$ cat config.mk
export PLATFORM = sky130hd
export DESIGN_NAME = servax_rst_seq
export DESIGN_NICKNAME = d
export VERILOG_FILES = /design/src/rtl/servax_rst_pkg.sv /design/src/rtl/servax_debounce.sv /design/src/rtl/servax_rst_seq.sv
export SDC_FILE = /design/constraint.sdc
export NUM_CORES = 1
export LEC_CHECK = 0
export CORE_ASPECT_RATIO = 2
export CORE_MARGIN = 4
export CORE_UTILIZATION = 50
export DETAILED_ROUTE_END_ITERATION = 12
export PLACE_DENSITY = 0.77
export SYNTH_ARGS = -nofsm -noshare
export SYNTH_HDL_FRONTEND = slang
export SYNTH_SLANG_ARGS = --single-unit
$ cat constraint.sdc
create_clock -name i_clk -period 1.9 [get_ports i_clk]
set_input_delay 0.38 -clock i_clk [delete_from_list [all_inputs] [get_ports i_clk]]
set_output_delay 0.38 -clock i_clk [all_outputs]
set_load 0.02 [all_outputs]
$ cat src/rtl/servax_rst_pkg.sv
// rtl/servax_rst_pkg.sv - shared types and constants for the reset sequencer
package servax_rst_pkg;

  typedef enum logic [1:0] {
    ST_HOLD       = 2'd0,
    ST_STRETCH    = 2'd1,
    ST_REL_PERIPH = 2'd2,
    ST_RUN        = 2'd3
  } state_t;

  typedef logic [1:0] cause_t;

  localparam cause_t CAUSE_POR = 2'b01;
  localparam cause_t CAUSE_BTN = 2'b10;

endpackage

$ cat src/rtl/servax_debounce.sv
// rtl/servax_debounce.sv - two-flop synchroniser and counting debouncer with rise pulse
module servax_debounce #(
  parameter int DEBOUNCE_CYCLES = 65536
) (
  input  logic i_clk,
  input  logic i_rst,
  input  logic i_d,
  output logic o_q,
  output logic o_rise
);

  localparam int            CW       = $clog2(DEBOUNCE_CYCLES) + 1;
  localparam logic [CW-1:0] CNT_LAST = CW'(DEBOUNCE_CYCLES - 1);

  logic          sync1_q, sync2_q;
  logic          db_q, db_d;
  logic          rise_q, rise_d;
  logic [CW-1:0] cnt_q, cnt_d;

  // Any sample equal to the current level restarts the run count.
  always_comb begin
    db_d   = db_q;
    rise_d = 1'b0;
    cnt_d  = '0;
    if (sync2_q != db_q) begin
      if (cnt_q == CNT_LAST) begin
        db_d   = sync2_q;
        rise_d = sync2_q;
      end else begin
        cnt_d = cnt_q + CW'(1);
      end
    end
  end

  always_ff @(posedge i_clk or posedge i_rst) begin
    if (i_rst) begin
      sync1_q <= 1'b0;
      sync2_q <= 1'b0;
      db_q    <= 1'b0;
      rise_q  <= 1'b0;
      cnt_q   <= '0;
    end else begin
      sync1_q <= i_d;
      sync2_q <= sync1_q;
      db_q    <= db_d;
      rise_q  <= rise_d;
      cnt_q   <= cnt_d;
    end
  end

  assign o_q    = db_q;
  assign o_rise = rise_q;

endmodule

$ cat src/rtl/servax_rst_seq.sv
// rtl/servax_rst_seq.sv - staged peripheral/CPU reset release with debounced button restart
module servax_rst_seq
  import servax_rst_pkg::*;
#(
  parameter int STRETCH_CYCLES  = 1024,
  parameter int GAP_CYCLES      = 16,
  parameter int DEBOUNCE_CYCLES = 65536
) (
  input  logic       i_clk,
  input  logic       i_rst,
  input  logic       i_btn,
  output logic       o_rst_periph,
  output logic       o_rst_cpu,
  output logic       o_ready,
  output logic [1:0] o_cause
);

  localparam int            SW     = $clog2(STRETCH_CYCLES) + 1;
  localparam int            GW     = $clog2(GAP_CYCLES) + 1;
  localparam logic [SW-1:0] S_LAST = SW'(STRETCH_CYCLES - 1);
  localparam logic [GW-1:0] G_LAST = GW'(GAP_CYCLES - 1);

  state_t        state_q, state_d;
  logic [SW-1:0] scnt_q, scnt_d;
  logic [GW-1:0] gcnt_q, gcnt_d;
  cause_t        cause_q, cause_d;
  logic          periph_q, periph_d;
  logic          cpu_q, cpu_d;
  logic          ready_q, ready_d;
  logic          btn_db, btn_rise;

  servax_debounce #(
    .DEBOUNCE_CYCLES (DEBOUNCE_CYCLES)
  ) u_debounce (
    .i_clk  (i_clk),
    .i_rst  (i_rst),
    .i_d    (i_btn),
    .o_q    (btn_db),
    .o_rise (btn_rise)
  );

  // A button press outranks any counter expiring on the same edge.
  always_comb begin
    state_d = state_q;
    scnt_d  = scnt_q;
    gcnt_d  = gcnt_q;
    cause_d = cause_q;
    if (btn_rise) begin
      state_d = ST_HOLD;
      cause_d = CAUSE_BTN;
      scnt_d  = '0;
      gcnt_d  = '0;
    end else begin
      case (state_q)
        ST_HOLD: begin
          if (!btn_db) begin
            state_d = ST_STRETCH;
            scnt_d  = '0;
          end
        end
        ST_STRETCH: begin
          if (scnt_q == S_LAST) begin
            state_d = ST_REL_PERIPH;
            gcnt_d  = '0;
          end else begin
            scnt_d = scnt_q + SW'(1);
          end
        end
        ST_REL_PERIPH: begin
          if (gcnt_q == G_LAST) begin
            state_d = ST_RUN;
          end else begin
            gcnt_d = gcnt_q + GW'(1);
          end
        end
        ST_RUN: begin
          state_d = ST_RUN;
        end
        default: begin
          state_d = ST_HOLD;
        end
      endcase
    end

    // Decoded from the next state so every output moves with the state entry.
    periph_d = (state_d == ST_HOLD) || (state_d == ST_STRETCH);
    cpu_d    = (state_d != ST_RUN);
    ready_d  = (state_d == ST_RUN);
  end

  always_ff @(posedge i_clk or posedge i_rst) begin
    if (i_rst) begin
      state_q  <= ST_HOLD;
      scnt_q   <= '0;
      gcnt_q   <= '0;
      cause_q  <= CAUSE_POR;
      periph_q <= 1'b1;
      cpu_q    <= 1'b1;
      ready_q  <= 1'b0;
    end else begin
      state_q  <= state_d;
      scnt_q   <= scnt_d;
      gcnt_q   <= gcnt_d;
      cause_q  <= cause_d;
      periph_q <= periph_d;
      cpu_q    <= cpu_d;
      ready_q  <= ready_d;
    end
  end

  assign o_rst_periph = periph_q;
  assign o_rst_cpu    = cpu_q;
  assign o_ready      = ready_q;
  assign o_cause      = cause_q;

endmodule

# Word level (Yosys, flattened, before mapping)

Cells that the tools add are included.

Flip-flop bits (word level): 44
Output and inout port bits: 5
Logic and storage cells: 54
Input bits: 3

Reduce and logical (&&, ||, !) cells: 8
Add/sub/neg operators: 3
Equal/unequal tests: 14
Mux-type cells: 17

Operators with widths:

| cell                                                                    | count |
|---|---|
| 17-bit 2-to-1 mux                                                       | 2 |
| 11-bit 2-to-1 mux                                                       | 3 |
| 11-bit one-hot mux with 2 select lines                                  | 1 |
| 17-bit by 1-bit adder with 17-bit output, second input constant         | 1 |
| 17-bit by 16-bit equality test with 1-bit output, second input constant | 1 |
| 5-bit 2-to-1 mux                                                        | 3 |
| 11-bit by 1-bit adder with 11-bit output, second input constant         | 1 |
| 11-bit by 10-bit equality test with 1-bit output, second input constant | 1 |
| 5-bit one-hot mux with 2 select lines                                   | 1 |
| 3-bit by 2-bit != test with 1-bit output, second input constant         | 3 |
| 2-bit 2-to-1 mux                                                        | 4 |
| 2-bit one-hot mux with 4 select lines                                   | 1 |
| 2-bit equality test, second input constant                              | 3 |
| 3-bit AND reduction                                                     | 2 |
| 3-bit nonzero test                                                      | 2 |
| 5-bit by 1-bit adder with 5-bit output, second input constant           | 1 |
| 5-bit by 4-bit equality test with 1-bit output, second input constant   | 1 |
| 2-bit by 1-bit equality test with 1-bit output, second input constant   | 2 |
| 2-bit logical NOT                                                       | 2 |
| 3-bit != test, second input constant                                    | 1 |
| 1-bit 2-to-1 mux                                                        | 2 |
| 2-bit != test, second input constant                                    | 1 |
| 2-bit AND reduction                                                     | 1 |
| 1-bit logical OR                                                        | 1 |
| 1-bit != test                                                           | 1 |

# Depth between registers and ports, before layout

Gate-level depths: netlist (run 1).

Depth in word-level cells: 6
Gate-level depth with buffers: 7
Gate-level depth less buffers: 7

# Hierarchy

A second synthesis (run 1) with hierarchy kept.

Cells, all modules: 208
Area total of the unflattened synthesis: 2172.1 um^2

Modules (own cells, without submodules):

| module          | area each (um^2) | sequential area each (um^2) | times used | cells each |
|---|---|---|---|---|
| servax_rst_seq  | 1203.7           | 579.3                       | 1          | 121 |
| servax_debounce | 968.4            | 525.5                       | 1          | 87 |

# Worst setup path before layout (run 1)

No wires, ideal clock.

Kind: flip-flop to flip-flop
Start point: register state_q[1]
End point: register scnt_q[6]
Setup time: 0.119 ns
Buffers on the path: 1
Slack: 0.018 ns
Period minus slack after synthesis: 1.882 ns
Required time: 1.781 ns
Cell stages (with the launch flop): 8
Data arrival time: 1.763 ns
Path through: dfrtp_1 inv_1 ha_1 buf_2 nor2b_1 o311ai_0 nor3_1 o21a_1

Word-level cells in the longest chain between the ends: 3
Elaborated cells on any way between the ends: 8
Those cells by class: eq/ne: 3; mux: 2; reduce/logical: 3

Ends and longest elaborated chain:

| item                                                                                       | line                  | RTL |
|---|---|---|
| start, declared                                                                            | servax_rst_seq.sv:23  | `state_t state_q, state_d;` |
| start signal, assigned                                                                     | servax_rst_seq.sv:101 | `state_q <= state_d;` |
| 2-bit by 1-bit equality test with 1-bit output / 2-bit logical NOT (equally long branches) | servax_rst_seq.sv:54  | `case (state_q)` |
| 3-bit by 2-bit != test with 1-bit output (no line), or another cell as far along           | n/a                   |  |
| 3-bit AND reduction (no line) / 11-bit 2-to-1 mux (equally long branches)                  | n/a                   |  |
| end signal, assigned                                                                       | servax_rst_seq.sv:102 | `scnt_q <= scnt_d;` |
| end, declared                                                                              | servax_rst_seq.sv:24  | `logic [SW-1:0] scnt_q, scnt_d;` |

Parallel ways exist; a longest one is shown, timed or not.
A chain may end at the register's enable or synchronous reset.

# Worst setup path in the final report (run 1)

Start point: register gcnt_q[0]
End point: register cpu_q, in the netlist o_rst_cpu

Word-level cells in the longest chain between the ends: 5

Ends and longest elaborated chain:

| item                                           | line                  | RTL |
|---|---|---|
| start, declared                                | servax_rst_seq.sv:25  | `logic [GW-1:0] gcnt_q, gcnt_d;` |
| start signal, assigned                         | servax_rst_seq.sv:103 | `gcnt_q <= gcnt_d;` |
| 5-bit by 4-bit equality test with 1-bit output | servax_rst_seq.sv:70  | `if (gcnt_q == G_LAST) begin` |
| 2-bit 2-to-1 mux                               | servax_rst_seq.sv:70  |  |
| 2-bit one-hot mux with 4 select lines          | servax_rst_seq.sv:54  |  |
| 2-bit 2-to-1 mux                               | servax_rst_seq.sv:48  | `if (btn_rise) begin` |
| net state_d[0]                                 | servax_rst_seq.sv:23  |  |
| 2-bit != test                                  | servax_rst_seq.sv:87  | `cpu_d = (state_d != ST_RUN);` |
| net cpu_d                                      | servax_rst_seq.sv:28  | `logic cpu_q, cpu_d;` |
| end signal, assigned                           | servax_rst_seq.sv:106 | `cpu_q <= cpu_d;` |
| end, declared                                  | servax_rst_seq.sv:28  |  |

The timed path passes the listed nets, and every way through them passes these cells.

==> impl_metrics.py, run 1 <==
metrics = {
    "logic_synthesis": {
        "synth.most_common_cell": "dfrtp_1",
        "synth_top_area_share_pct": 44.2,
        "syn-instance-count": 221,
        "syn_area_per_cell_sq_um": 10.5,
        "synth_area_leader_cell": "dfrtp_1",
        "async_flop_share_pct": 100,
        "ys_types": 54,
        "synth_seq_area_share_pct": 47.6,
        "yosys_warnings": 0,
        "synth_edf_count": 0,
        "synth_top_cells_by_area": "dfrtp_1 44%, ha_1 4.3%, xor2_1 3.8%",
        "synthesis.area_sq_um": 2320,
        "ys.flop_type": "dfrtp_1",
        "syn-num-nets": 232,
        "ys_ff_latch": 44,
        "synth_commonest_cells": "41 x dfrtp_1, 19 x nor2_1, 18 x nand2_1, 12 x nand3_1, 10 x xor2_1",
    },
    "routing": {
        "drt-total-wl_um": 4950,
        "top_layer": "met4",
        "drc": 0,
        "wl_met1_um": 1780,
        "post_drt_wl_per_cell_um": 16.1,
        "vias": 1855,
        "viasPerCell": 6.04,
        "firstDrtPassIters": 4,
        "met3_length_um": 109,
        "drt_iter0_markers": 41,
        "met2_length_um": 2870,
        "drt.antenna.violating_nets": 0,
    },
    "global_routing": {
        "grt_pass1_wl_um": 8310,
        "grt_usage_pct": 18.0,
        "grt_max_degree": 45,
        "grt_pass1_vias": 1909,
        "antenna_found_initial": 0,
        "overflow": 0,
    },
    "timing": {
        "tightest_slew_ns": 0.525,
        "relSlewSlack_pct": 64.9,
        "layout_worst_path_cycle_share_pct": 97.5,
        "max_freq_mhz": 540,
        "final_hold_viol_count": 0,
        "finalSetupViolCount": 0,
        "min_period_ns": 1.85,
        "tns_ns": 0,
        "drv_slew": 0,
        "finClkSkew_ns": 0.00915,
        "rsz0062_at_grt": "true",
    },
    "pwr": {
        "power_density_nw_per_um2": 578,
        "leakage_uw": 0.00122,
        "ir_worst_vdd_mv": 0.692,
        "power.total_uw": 1560,
    },
    "setup_path": {
        "cp_max_fo": 3,
        "startpoint_type": "flip-flop",
        "crit_path_end_kind": "flip-flop",
        "path_class": "reg2reg",
        "required_ns": 2.07,
        "crit_arrival_ns": 2.02,
    },
    "layout": {
        "fillers": 390,
        "regArea_sq_um": 1100,
        "nNetsFinal": 263,
        "drive_gt1_share_pct": 20.2,
        "multi_input_area_sq_um": 1190,
        "area_growth_pct": 16.7,
        "num_antenna_cells": 0,
        "design_area_sq_um": 2710,
    },
    "clock_network": {
        "path_clk_slew_ns": 0.08,
        "cts_tree": "yes",
        "cts-root-buf": "clkbuf_8",
        "clockBufferDepth": 2,
        "htreeDepth": 2,
        "cts_inserted_buffers": 5,
        "clock_latency_ns": 0.29,
        "clock-sinks": 44,
    },
    "floorplanning": {
        "die_h_um": 104,
        "start_util_pct": 52.4,
        "die_area_sq_um": 5860,
        "io_pins": 8,
        "die_x_um": 56.2,
        "fp.coreArea_sq_um": 4420,
        "fp-row-count": 34,
    },
    "placed_design": {
        "place_congestion": 0.878,
        "dp_hpwl_um": 3620,
        "port_buffers": 7,
        "dpl_cell_area_sq_um": 2600,
    },
    "status": {
        "outcome": "finished, final reports clean",
    },
    "job": {
        "cap_violations": 0,
    },
    "min_path": {
        "hold_path_class": "reg2reg",
    },
}
-- placed cells by master, fill, tap and decap left out, types with 2 or more instances in the layout --
| master | n |
|---|---|
| nor3b_1 | 2 |
| and2_1 | 3 |
| nand3_1 | 12 |
| a211oi_2 | 2 |
| buf_4 | 20 |
| clkbuf_8 | 5 |
| nor4_2 | 2 |
| mux2i_1 | 3 |
| o2bb2ai_1 | 2 |
| a31o_2 | 2 |
| inv_1 | 4 |
| nor2_1 | 19 |
| xor2_1 | 10 |
| nor3_1 | 6 |
| dfrtp_1 | 41 |
| a211o_1 | 2 |
| clkbuf_1 | 2 |
| or3_1 | 7 |
| xnor2_1 | 3 |
| ha_1 | 7 |
| o311ai_0 | 2 |
| a31oi_1 | 2 |
| and4_1 | 2 |
| o21ai_0 | 4 |
| nor2b_1 | 2 |
| o21a_1 | 5 |
| and3_1 | 6 |
| o211a_1 | 3 |
| or4_1 | 2 |
| o31ai_1 | 3 |
| nand4_1 | 5 |
| nand2_1 | 18 |
| clkdlybuf4s50_1 | 7 |
| or2_2 | 3 |
| a21oi_1 | 4 |
| nor4_1 | 2 |
| nand2b_1 | 2 |
| dfstp_2 | 3 |
-- kinds of logic after synthesis --
logic type / share of synthesized area [%]
and+or+nand+nor: 24.5
AOI/OAI and AO/OA: 14.5
xor gates and xnor gates: 4.91
adders and majority gates: 4.32
DFF: 47.6
buffers and inverters: 1.73
muxes: 2.43
-- where the power goes --
part	leakage [uW]	internal (uW)	total [uW]	switching, uW
Clock	0.0000422	258	557	299
Sequential	0.000582	943	948	4.65
Combinational	0.000594	24.8	59.7	34.9
-- repair_timing --
item | in CTS | in global routing
buffers inserted | 0 | 1
gates resized for setup | 0 | 6
setup endpoints to repair | 0 | 13
hold buffers | 0 | 0
-- layout make-up --
cell class | count | area share, %
Tap cell | 54 | 2.50
Clock inverter | 1 | 0.185
Timing Repair Buffer | 28 | 8.87
Multi-Input combinational cell | 168 | 44.1
Inverter | 5 | 0.693
Clock buffer | 7 | 2.82
Sequential cell | 44 | 40.8
-- state kept, by name, summed over array words and instances, names as in the netlist, 2 cells and up --
name	count
state_q	2
scnt_q	11
gcnt_q	5
u_debounce.cnt_q	17
o_cause	2
-- per-layer routing --
layer,vias up,global-route usage (%)
li1,873,-
met2,33,34.9
met4,0,10.2
met1,931,16.8
met3,18,2.61
met5,-,0
-- critical path, cell delays in order (launching register included) --
cell and delay [ns]:
dfrtp_1 0.41, ha_1 0.23, and3_1 0.19, ha_1 0.22, a211o_1 0.31, a21oi_1 0.17, a211oi_2 0.08, o311ai_0 0.13
-- per-stage QoR --
step | worst slack (ns) | hold slack [ns] | std cells | utilization [%]
final | 0.0480 | 0.353 | 307 | 61.2
after global routing | -0.0490 | 0.377 | 307 | 61.2
after detailed placement | 0.0535 | 0.337 | 298 | 58.7
after CTS | 0.00523 | 0.356 | 306 | 60.6
after global placement | 0.0566 | 0.335 | 298 | 58.7
after floorplan | 0.0181 | 0.331 | 221 | -
-- final timing paths --
kind	start	to	slack (ns)	depth (start not counted)
max in group asynchronous	i_rst	o_rst_cpu	1.21	3
worst min-delay path	u_debounce.sync1_q	u_debounce.sync2_q	0.35	0
worst max register to register	gcnt_q[0]	o_rst_cpu	0.05	7
worst max-delay path	gcnt_q[0]	o_rst_cpu	0.05	7
min in group asynchronous	i_rst	u_debounce.cnt_q[5]	0.43	3
worst min register to register	u_debounce.sync1_q	u_debounce.sync2_q	0.35	0
Note: power is estimated with default switching activity, not from simulation.
==> run 2, diff against run 1 <==
PLACE_DENSITY = 0.74   (was 0.77)
SLEW_MARGIN = 20   (was unset)
clock period = 2.1 ns   (was 1.9 ns; I/O delays follow)
==> impl_metrics.py, run 2 (synthesized netlist as in run 1, its figures left out) <==
metrics = {
    "layout": {
        "top_register": "u_debounce.cnt_q",
        "design_area_sq_um": 2650,
        "area_growth_pct": 14.3,
        "fin_util_pct": 59.9,
        "num_antenna_cells": 0,
        "top_regs": "u_debounce.cnt_q: 17 flops, scnt_q: 11 flops, gcnt_q: 5 flops",
        "most-common-layout-cells": "41 x dfrtp_1, 19 x nor2_1, 18 x nand2_1",
        "drive_gt1_share_pct": 17.8,
        "final_common_cell": "dfrtp_1",
        "largest_reg_flops": 17,
        "nNetsFinal": 257,
    },
    "clock_network": {
        "clockBufferDepth": 2,
        "path_clk_slew_ns": 0.08,
        "cts_hold_buf": 0,
        "cts-root-buf": "clkbuf_8",
        "cts_tree": "yes",
        "clock-sinks": 44,
        "clock_latency_ns": 0.29,
        "postCtsSetupBuffers": 0,
        "htreeDepth": 2,
        "cts_inserted_buffers": 5,
    },
    "routing": {
        "drc": 0,
        "drt_iter0_markers": 23,
        "post_drt_wl_per_cell_um": 15.7,
        "firstDrtPassIters": 4,
        "viasPerCell": 5.86,
        "drt.antenna.violating_nets": 0,
        "vias": 1763,
        "drt-total-wl_um": 4730,
    },
    "placed_design": {
        "port_buffers": 7,
        "dpl_cell_area_sq_um": 2560,
        "place_congestion": 0.824,
        "dp_hpwl_um": 3510,
    },
    "job": {
        "cap_violations": 0,
    },
    "pwr": {
        "leakage_uw": 0.00119,
        "ir_worst_vdd_mv": 0.514,
        "power_density_nw_per_um2": 537,
        "power.total_uw": 1420,
    },
    "timing": {
        "tns_ns": 0,
        "layout_worst_path_cycle_share_pct": 92.3,
        "drv_slew": 0,
        "relSlewSlack_pct": 65.5,
        "min_period_ns": 1.94,
        "finClkSkew_ns": 0.00686,
        "finalSetupViolCount": 0,
        "max_freq_mhz": 516,
        "final_hold_viol_count": 0,
        "fin_hold_ws_ns": 0.360,
        "rsz0062_at_grt": "false",
        "tightest_slew_ns": 0.516,
    },
    "global_routing": {
        "use_met1_pct": 16.8,
        "antenna_found_initial": 0,
        "use_met3_pct": 3.35,
        "grt_busiest_layer": "met2",
        "grt_pass1_wl_um": 8300,
        "grt_usage_pct": 17.7,
        "grt_pass1_vias": 1908,
        "overflow": 0,
        "grt_max_degree": 45,
        "grt_use_met2_pct": 33.5,
    },
    "floorplanning": {
        "start_util_pct": 52.4,
        "die_x_um": 56.2,
        "die_area_sq_um": 5860,
        "io_pins": 8,
        "fp.coreArea_sq_um": 4420,
        "fp-row-count": 34,
        "die_h_um": 104,
    },
    "setup_path": {
        "reg2regPathDepth": 5,
        "cp_max_fo": 5,
        "crit_path_end_kind": "flip-flop",
        "startpoint_type": "flip-flop",
        "required_ns": 2.29,
        "path_class": "reg2reg",
        "crit_arrival_ns": 2.13,
    },
    "min_path": {
        "holdPathStages": 0,
        "hold_path_class": "reg2reg",
    },
    "status": {
        "outcome": "finished, final reports clean",
    },
}
-- run 2: timing repair --
action	4_1_cts	5_1_grt
endpoints found under the hold margin	0	0
endpoints found under the setup margin	0	1
gates resized for setup	0	1
-- run 2: area by class of cell --
type	count	area, sq um
tap	54	67.6
clock inverter	3	18.8
multi-input combinational	168	1180
fill	403	1770
timing repair buffer	22	195
sequential	44	1100
inverter	5	18.8
clock buffer	5	68.8
-- run 2: per-stage QoR --
stage,cells,worst slack (ns)
detailed placement,293,0.172
floorplan,221,0.218
global placement,293,0.231
CTS,301,0.153
global route,301,0.00529
finish,301,0.161
-- run 2: where the power goes --
part           internal [uW]  switching (uW)
clock                    232             286
sequential               853            7.20
combinational           16.5            28.1
total                   1100             322
-- run 2: per-layer routing --
metal  vias up  wire [um]
met5         -          0
met3        15         80
met1       871       1740
met4         0        157
met2        18       2750
li1        859          -
-- run 2: worst paths after layout --
kind | to | slack [ns] | start
max | u_debounce.o_q | 0.16 | u_debounce.cnt_q[0]
min | u_debounce.sync2_q | 0.36 | u_debounce.sync1_q
max reg2reg | u_debounce.o_q | 0.16 | u_debounce.cnt_q[0]
min reg2reg | u_debounce.sync2_q | 0.36 | u_debounce.sync1_q
max in group asynchronous | o_rst_cpu | 1.36 | i_rst
min in group asynchronous | scnt_q[8] | 0.46 | i_rst
-- run 2: worst max-delay path, stage by stage (launching register included) --
cell and delay, ns:
dfrtp_1 0.42, ha_1 0.25, and2_1 0.22, nand3_4 0.10, or4_4 0.54, mux2_4 0.31
==> run 3, diff against run 2 <==
TNS_END_PERCENT = 20   (was unset)
==> results of run 3 <==
Final layout, timing and power as in run 2 (identical DEF).
